### src/rtl/multicycle_controller_pkg.sv
`default_nettype none
// ============================================================================
// Module      : multicycle_controller_pkg
// Description : Shared encodings for the multicycle CPU controller: opcode and
//               funct constants, ALU operation codes, datapath select codes,
//               FSM state encoding and instruction class encoding.
// Ports       : none (package)
// Revision    : 1.0 - initial release
// ============================================================================
package multicycle_controller_pkg;

    // Opcode field values
    localparam logic [5:0] OP_RTYPE = 6'h00;
    localparam logic [5:0] OP_J     = 6'h02;
    localparam logic [5:0] OP_JAL   = 6'h03;
    localparam logic [5:0] OP_BEQ   = 6'h04;
    localparam logic [5:0] OP_BNE   = 6'h05;
    localparam logic [5:0] OP_ADDI  = 6'h08;
    localparam logic [5:0] OP_XORI  = 6'h0E;
    localparam logic [5:0] OP_LW    = 6'h23;
    localparam logic [5:0] OP_SW    = 6'h2B;

    // Funct field values (only meaningful when OP == OP_RTYPE)
    localparam logic [5:0] FN_JR  = 6'h08;
    localparam logic [5:0] FN_ADD = 6'h20;
    localparam logic [5:0] FN_SUB = 6'h22;
    localparam logic [5:0] FN_SLT = 6'h2A;

    // ALU operations
    localparam logic [2:0] ALU_ADD = 3'd0;
    localparam logic [2:0] ALU_SUB = 3'd1;
    localparam logic [2:0] ALU_XOR = 3'd2;
    localparam logic [2:0] ALU_SLT = 3'd3;

    // ALU operand B select
    localparam logic [1:0] SRCB_B      = 2'd0;
    localparam logic [1:0] SRCB_FOUR   = 2'd1;
    localparam logic [1:0] SRCB_IMM    = 2'd2;
    localparam logic [1:0] SRCB_IMM_X4 = 2'd3;

    // PC source select
    localparam logic [1:0] PCSRC_ALU    = 2'd0;
    localparam logic [1:0] PCSRC_ALUOUT = 2'd1;
    localparam logic [1:0] PCSRC_JUMP   = 2'd2;
    localparam logic [1:0] PCSRC_REG    = 2'd3;

    // Register destination select
    localparam logic [1:0] REGDST_RT = 2'd0;
    localparam logic [1:0] REGDST_RD = 2'd1;
    localparam logic [1:0] REGDST_RA = 2'd2;

    // Register write-back source select
    localparam logic [1:0] M2R_ALUOUT = 2'd0;
    localparam logic [1:0] M2R_MDR    = 2'd1;
    localparam logic [1:0] M2R_PC     = 2'd2;

    typedef enum logic [2:0] {
        ST_IDLE   = 3'd0,
        ST_FETCH  = 3'd1,
        ST_DECODE = 3'd2,
        ST_EXEC   = 3'd3,
        ST_MEM    = 3'd4,
        ST_WB     = 3'd5,
        ST_HALT   = 3'd6
    } state_e;

    // R-type arithmetic is split into one class per funct so that the ALU
    // operation is fully determined by the latched class.
    typedef enum logic [3:0] {
        CLS_ADD  = 4'd0,
        CLS_SUB  = 4'd1,
        CLS_SLT  = 4'd2,
        CLS_JR   = 4'd3,
        CLS_LW   = 4'd4,
        CLS_SW   = 4'd5,
        CLS_ADDI = 4'd6,
        CLS_XORI = 4'd7,
        CLS_BEQ  = 4'd8,
        CLS_BNE  = 4'd9,
        CLS_J    = 4'd10,
        CLS_JAL  = 4'd11
    } class_e;

    // ALU operation used by an R-type arithmetic class in EXEC
    function automatic logic [2:0] rtype_aluop(input class_e cls);
        logic [2:0] op;
        op = ALU_ADD;
        case (cls)
            CLS_SUB: op = ALU_SUB;
            CLS_SLT: op = ALU_SLT;
            default: op = ALU_ADD;
        endcase
        return op;
    endfunction

endpackage : multicycle_controller_pkg
`default_nettype wire

### src/rtl/multicycle_controller_op_classify.sv
`default_nettype none
// ============================================================================
// Module      : multicycle_controller_op_classify
// Description : Combinational instruction classifier. Maps the decoder's
//               OP/FUNCT fields to an instruction class and a legal flag.
// Ports       : op_i     [5:0]  opcode field
//               funct_i  [5:0]  funct field
//               cls_o    [3:0]  instruction class (valid when legal_o=1)
//               legal_o         1 when the encoding is supported
// Revision    : 1.0 - initial release
// ============================================================================
module multicycle_controller_op_classify
    import multicycle_controller_pkg::*;
(
    input  logic [5:0] op_i,
    input  logic [5:0] funct_i,
    output class_e     cls_o,
    output logic       legal_o
);

    always_comb begin
        cls_o   = CLS_ADD;
        legal_o = 1'b0;
        case (op_i)
            OP_RTYPE: begin
                case (funct_i)
                    FN_ADD:  begin cls_o = CLS_ADD; legal_o = 1'b1; end
                    FN_SUB:  begin cls_o = CLS_SUB; legal_o = 1'b1; end
                    FN_SLT:  begin cls_o = CLS_SLT; legal_o = 1'b1; end
                    FN_JR:   begin cls_o = CLS_JR;  legal_o = 1'b1; end
                    default: ;
                endcase
            end
            OP_LW:   begin cls_o = CLS_LW;   legal_o = 1'b1; end
            OP_SW:   begin cls_o = CLS_SW;   legal_o = 1'b1; end
            OP_ADDI: begin cls_o = CLS_ADDI; legal_o = 1'b1; end
            OP_XORI: begin cls_o = CLS_XORI; legal_o = 1'b1; end
            OP_BEQ:  begin cls_o = CLS_BEQ;  legal_o = 1'b1; end
            OP_BNE:  begin cls_o = CLS_BNE;  legal_o = 1'b1; end
            OP_J:    begin cls_o = CLS_J;    legal_o = 1'b1; end
            OP_JAL:  begin cls_o = CLS_JAL;  legal_o = 1'b1; end
            default: ;
        endcase
    end

endmodule : multicycle_controller_op_classify
`default_nettype wire

### src/rtl/multicycle_controller.sv
`default_nettype none
// ============================================================================
// Module      : multicycle_controller
// Description : Moore FSM sequencing the multicycle CPU datapath through
//               FETCH/DECODE/EXEC/MEM/WB, counting retired instructions and
//               halting on an unsupported encoding.
// Ports       : Clk, Reset           clock / async active-high reset
//               start, stop_req      run control
//               OP, FUNCT, zero      decoder fields and ALU zero flag
//               PCWE..MemToReg       datapath enables and selects
//               busy, illegal        status
//               instr_cnt [CNT_W]    retired instruction count (wraps)
// Revision    : 1.0 - initial release
// ============================================================================
module multicycle_controller
    import multicycle_controller_pkg::*;
#(
    parameter int CNT_W = 32
) (
    input  logic             Clk,
    input  logic             Reset,
    input  logic             start,
    input  logic             stop_req,
    input  logic [5:0]       OP,
    input  logic [5:0]       FUNCT,
    input  logic             zero,
    output logic             PCWE,
    output logic             IRWE,
    output logic             IorD,
    output logic             MemWE,
    output logic             RegWE,
    output logic             ALUSrcA,
    output logic [1:0]       ALUSrcB,
    output logic [2:0]       ALUOp,
    output logic [1:0]       PCSrc,
    output logic [1:0]       RegDst,
    output logic [1:0]       MemToReg,
    output logic             busy,
    output logic             illegal,
    output logic [CNT_W-1:0] instr_cnt
);

    state_e           state_q, state_d;
    class_e           cls_q, cls_d;
    logic             illegal_q, illegal_d;
    logic [CNT_W-1:0] cnt_q, cnt_d;

    class_e           cls_w;
    logic             legal_w;
    logic             retire_w;

    multicycle_controller_op_classify u_classify (
        .op_i    (OP),
        .funct_i (FUNCT),
        .cls_o   (cls_w),
        .legal_o (legal_w)
    );

    // ------------------------------------------------------------------
    // State register. Reset is asynchronous so every enable (all decoded
    // from state_q) drops immediately, abandoning any in-flight write.
    // ------------------------------------------------------------------
    always_ff @(posedge Clk or posedge Reset) begin
        if (Reset) begin
            state_q   <= ST_IDLE;
            cls_q     <= CLS_ADD;
            illegal_q <= 1'b0;
            cnt_q     <= '0;
        end else begin
            state_q   <= state_d;
            cls_q     <= cls_d;
            illegal_q <= illegal_d;
            cnt_q     <= cnt_d;
        end
    end

    // ------------------------------------------------------------------
    // Next-state and output decode. Outputs depend only on state_q and the
    // latched class (plus the ALU zero flag for conditional branches).
    // ------------------------------------------------------------------
    always_comb begin
        state_d  = state_q;
        cls_d    = cls_q;
        retire_w = 1'b0;

        PCWE     = 1'b0;
        IRWE     = 1'b0;
        IorD     = 1'b0;
        MemWE    = 1'b0;
        RegWE    = 1'b0;
        ALUSrcA  = 1'b0;
        ALUSrcB  = SRCB_B;
        ALUOp    = ALU_ADD;
        PCSrc    = PCSRC_ALU;
        RegDst   = REGDST_RT;
        MemToReg = M2R_ALUOUT;
        busy     = 1'b0;

        case (state_q)
            ST_IDLE: begin
                if (start) begin
                    state_d = ST_FETCH;
                end
            end

            ST_FETCH: begin
                busy    = 1'b1;
                IRWE    = 1'b1;
                ALUSrcB = SRCB_FOUR;
                PCWE    = 1'b1;
                state_d = ST_DECODE;
            end

            ST_DECODE: begin
                // Speculatively compute the branch target into ALUOut.
                busy    = 1'b1;
                ALUSrcB = SRCB_IMM_X4;
                if (legal_w) begin
                    cls_d   = cls_w;
                    state_d = ST_EXEC;
                end else begin
                    state_d = ST_HALT;
                end
            end

            ST_EXEC: begin
                busy = 1'b1;
                case (cls_q)
                    CLS_ADD, CLS_SUB, CLS_SLT: begin
                        ALUSrcA = 1'b1;
                        ALUSrcB = SRCB_B;
                        ALUOp   = rtype_aluop(cls_q);
                        state_d = ST_WB;
                    end
                    CLS_ADDI: begin
                        ALUSrcA = 1'b1;
                        ALUSrcB = SRCB_IMM;
                        state_d = ST_WB;
                    end
                    CLS_XORI: begin
                        // Zero extension of the immediate happens in the datapath.
                        ALUSrcA = 1'b1;
                        ALUSrcB = SRCB_IMM;
                        ALUOp   = ALU_XOR;
                        state_d = ST_WB;
                    end
                    CLS_LW, CLS_SW: begin
                        ALUSrcA = 1'b1;
                        ALUSrcB = SRCB_IMM;
                        state_d = ST_MEM;
                    end
                    CLS_BEQ, CLS_BNE: begin
                        ALUSrcA  = 1'b1;
                        ALUSrcB  = SRCB_B;
                        ALUOp    = ALU_SUB;
                        PCSrc    = PCSRC_ALUOUT;
                        PCWE     = (cls_q == CLS_BEQ) ? zero : ~zero;
                        retire_w = 1'b1;
                    end
                    CLS_J: begin
                        PCWE     = 1'b1;
                        PCSrc    = PCSRC_JUMP;
                        retire_w = 1'b1;
                    end
                    CLS_JAL: begin
                        // PC already holds the return address (PC+4 from FETCH).
                        PCWE     = 1'b1;
                        PCSrc    = PCSRC_JUMP;
                        RegWE    = 1'b1;
                        RegDst   = REGDST_RA;
                        MemToReg = M2R_PC;
                        retire_w = 1'b1;
                    end
                    CLS_JR: begin
                        PCWE     = 1'b1;
                        PCSrc    = PCSRC_REG;
                        retire_w = 1'b1;
                    end
                    default: begin
                        retire_w = 1'b1;
                    end
                endcase
            end

            ST_MEM: begin
                busy = 1'b1;
                IorD = 1'b1;
                if (cls_q == CLS_SW) begin
                    MemWE    = 1'b1;
                    retire_w = 1'b1;
                end else begin
                    state_d = ST_WB;
                end
            end

            ST_WB: begin
                busy     = 1'b1;
                RegWE    = 1'b1;
                retire_w = 1'b1;
                case (cls_q)
                    CLS_ADD, CLS_SUB, CLS_SLT: RegDst   = REGDST_RD;
                    CLS_LW:                    MemToReg = M2R_MDR;
                    default: ;
                endcase
            end

            ST_HALT: begin
                // Absorbing: only Reset leaves this state.
                state_d = ST_HALT;
            end

            default: begin
                state_d = ST_IDLE;
            end
        endcase

        if (retire_w) begin
            state_d = stop_req ? ST_IDLE : ST_FETCH;
        end
    end

    assign illegal_d = illegal_q | (state_d == ST_HALT);
    assign cnt_d     = retire_w ? (cnt_q + CNT_W'(1)) : cnt_q;

    assign illegal   = illegal_q;
    assign instr_cnt = cnt_q;

endmodule : multicycle_controller
`default_nettype wire
### config.mk
export PLATFORM = sky130hd
export DESIGN_NAME = multicycle_controller
export DESIGN_NICKNAME = d
export VERILOG_FILES = /design/src/rtl/multicycle_controller_pkg.sv /design/src/rtl/multicycle_controller_op_classify.sv /design/src/rtl/multicycle_controller.sv
export SDC_FILE = /design/constraint.sdc
export NUM_CORES = 1
export LEC_CHECK = 0
export ABC_AREA = 1
export BUFFER_PORTS_ARGS = -buffer_cell sky130_fd_sc_hd__buf_2
export CAP_MARGIN = 30
export CELL_PAD_IN_SITES_DETAIL_PLACEMENT = 0
export CELL_PAD_IN_SITES_GLOBAL_PLACEMENT = 2
export CORE_MARGIN = 10
export CORE_UTILIZATION = 30
export CTS_BUF_LIST = sky130_fd_sc_hd__clkbuf_16
export DETAILED_ROUTE_END_ITERATION = 6
export MAX_ROUTING_LAYER = met4
export PLACE_DENSITY_LB_ADDON = 0.3
export SYNTH_ARGS = -nofsm -noshare
export SYNTH_HDL_FRONTEND = slang
export SYNTH_SLANG_ARGS = --single-unit
### constraint.sdc
create_clock -name Clk -period 4.9 [get_ports Clk]
set_input_delay 0.98 -clock Clk [delete_from_list [all_inputs] [get_ports Clk]]
set_output_delay 0.98 -clock Clk [all_outputs]
set_load 0.02 [all_outputs]
==> results.json <==
{
  "post_cts_buffers": 0,
  "required_ps": 3920,
  "pin_count": 68,
  "grt_overflow": 0,
  "fin_crit_ps": 2770,
  "path_class": "reg2out",
  "hold_buffers": 0,
  "synthTopCellsByArea": "dfrtp_1 (36%), nand2_1 (19%), nor2_1 (8.6%)",
  "clk_pin_slew_ps": 60,
  "clockBufferDepth": 2,
  "max-cap-violations": 0,
  "relSlewSlack_pct": 57.4,
  "critical_path_arrival_ps": 1790,
  "place_congestion": 0.821,
  "cts_resized": 0,
  "antenna_found_initial": 0,
  "ys_top_cells_by_count": "nand2_1 (141), nor2_1 (64), inv_1 (59), dfrtp_1 (40), nand3_1 (33)",
  "drcViolationCount": 0,
  "antenna_left": 0,
  "tns_ps": 0,
  "synth.distinct_cells": 28,
  "rows": 35,
  "status": "finished, final reports clean",
  "die_y_um": 116,
  "areaGrowthSynthToFinish_pct": 21.3,
  "io_buffers": 66,
  "clock.fmax_mhz": 362,
  "die-area_mm2": 0.0135,
  "hold_class": "reg2reg",
  "initial_core_util_pct": 30.5,
  "skew_ps": 6.64,
  "seq_power_share_pct": 34.6,
  "nFillCells": 1025,
  "wl_mm": 8.06,
  "synthArstFlopShare_pct": 100,
  "start_kind": "flop",
  "fin_crit_sh_pct": 56.5,
  "whs_ps": 453,
  "layout.nets": 520,
  "die_w_um": 116,
  "cp_num_buf_inv": 2,
  "dr.pass1.iters": 5,
  "netlist_area_mm2": 0.00278,
  "core_mm2": 0.00911,
  "grt_max_degree": 45,
  "numCtsBuffers": 5,
  "power.density_mw_per_mm2": 372,
  "insertedDiodeCount": 0,
  "seq_area_mm2": 0.00100,
  "crit_fanout": 7,
  "instances_no_fill": 614,
  "htree_levels": 2,
  "drv_slew": 0,
  "drive_above_1_share_pct": 16.5,
  "switching_power_w": 0.000505,
  "wl_per_cell_um": 13.1,
  "vias": 2787,
  "ir_drop_mv": 0.128,
  "swShare_pct": 40.2,
  "finalHoldViolCount": 0,
  "rsz0062_at_grt": "false",
  "ys_warn_count": 0,
  "grt_pass1_wl_mm": 13.3,
  "combinationalPowerShare_pct": 36.0,
  "post-route-util_pct": 37.0,
  "synth_top_area_share_pct": 36.0,
  "synth_edf_count": 0,
  "p_clk_share_pct": 29.3,
  "max_stage_delay_ps": 430,
  "yosys.cell_count.top_type": "nand2_1",
  "p_int_w": 0.000749,
  "clk_latency_ps": 280,
  "yosysTopAreaCell": "dfrtp_1",
  "netlist_instances": 434,
  "leakagePower_nw": 1.65,
  "cts_root_buf": "clkbuf_16",
  "synth_seq_cells": 40,
  "critPathSlowestCell": "dfrtp_1",
  "syn_area_per_cell_um2": 6.40,
  "dp_cells": 606,
  "place_hpwl_mm": 6.52,
  "ys_seq_area_share_pct": 36.0,
  "tightest_slew_ps": 633,
  "setup_violations": 0,
  "cp-end-kind": "primary output",
  "cts_sinks": 40,
  "cts_tree": "yes",
  "dr.first_iter.drc_count": 115,
  "ys.flop_type": "dfrtp_1",
  "cpMostUsedCell": "nor2_1",
  "cp_top_family": "simple AND/OR/NAND/NOR gates",
  "gr-usage-all-layers_pct": 12.6,
  "multi_input_area_mm2": 0.00150,
  "grt_pass1_vias": 2664,
  "synth_nets": 452,
  "avgViaCountPerCell": 4.54,
  "crit_chain": "nand2_1 > nor2_1 > inv_1 > a21oi_1 > nor2_1 > o31ai_1 > buf_2"
}
==> power groups by stage <==
stage	combinational, W	clock [W]	sequential [W]
global route	0.000516	0.000392	0.000445
global placement	0.000465	0	0.000439
floorplan	0.000328	0	0.000452
finish	0.000452	0.000368	0.000434
detailed placement	0.000461	0	0.000441
CTS	0.000462	0.000377	0.000435
==> stage by stage <==
step	setup WS, ps	cell area (µm²)	total power (W)
3_5_place_dp	2310	3210	0.000902
4_1_cts	2130	3370	0.00127
6_report	2130	3370	0.00125
3_3_place_gp	2320	3210	0.000904
5_1_grt	1930	3370	0.00135
2_1_floorplan	2260	2780	0.000780
==> registers in the layout (all words and copies together) (netlist names) <==
signal,flops
state_q,3
illegal,1
cls_q,4
instr_cnt,32
==> final timing paths <==
path                                                from                        end  slack [ps]  cells past startpoint
worst min register to register         illegal$_DFF_PP0_          illegal$_DFF_PP0_         450                      2
worst max-delay path                state_q[0]$_DFF_PP0_                       PCWE        2130                      7
max in group asynchronous                          Reset       cls_q[2]$_DFFE_PP0P_        3700                      3
min in group asynchronous                          Reset       state_q[2]$_DFF_PP0_         830                      3
worst min-delay path                   illegal$_DFF_PP0_          illegal$_DFF_PP0_         450                      2
worst max register to register  instr_cnt[0]$_DFFE_PP0P_  instr_cnt[20]$_DFFE_PP0P_        2830                      9
==> final cells by class <==
cell class | instances | share of cell area, %
clock buffers | 5 | 3.71
clock inverters | 3 | 1.11
inverters | 61 | 6.79
multi-input cells | 327 | 44.5
flip-flops and latches | 40 | 29.7
well taps | 111 | 4.12
repair buffers | 67 | 10.0
==> per-layer routing <==
layer  track usage, %  routed length [µm]  up-vias
li1                 -                   -     1479
met1             17.6                4090     1251
met2             18.3                3570       51
met3             2.11                 308        6
met4             3.25                  91        0
met5                -                   0        -
==> cell families after synthesis <==
logic type | Yosys count | share of synthesized area, %
AND/OR/NAND/NOR | 276 | 42.1
buffers and inverters | 67 | 9.95
flip-flops | 40 | 36.0
AO/OA/AOI/OAI | 32 | 5.94
XOR/XNOR | 17 | 5.36
adder cells (fa/ha/maj) | 1 | 0.450
other | 1 | 0.135
==> layout by cell type (no fill, tap or decap) <==
cell type and n:
clkinv_1 2, nand2_1 141, dfrtp_1 40, nor2_1 64, o31ai_1 1, nand4_1 1, nor3_1 19, nor2_4 1
o21ai_0 20, nand3_1 33, nor2_2 1, and2_1 2, xor2_1 11, nand2_2 5, inv_2 2, conb_1 1
bufinv_16 1, buf_4 1, and3_1 1, nor4_1 1, nand3b_1 5, nand3_4 1, clkbuf_16 5, o21a_1 1
inv_1 59, ha_1 1, xnor2_1 6, a21oi_1 10, buf_2 66, or2_0 1
==> worst min-delay path: stages, from the launching register on <==
cell     delay [ps]
dfrtp_1         330
inv_1            40
nand2_1          50
Power figures use the tool's default switching activity.
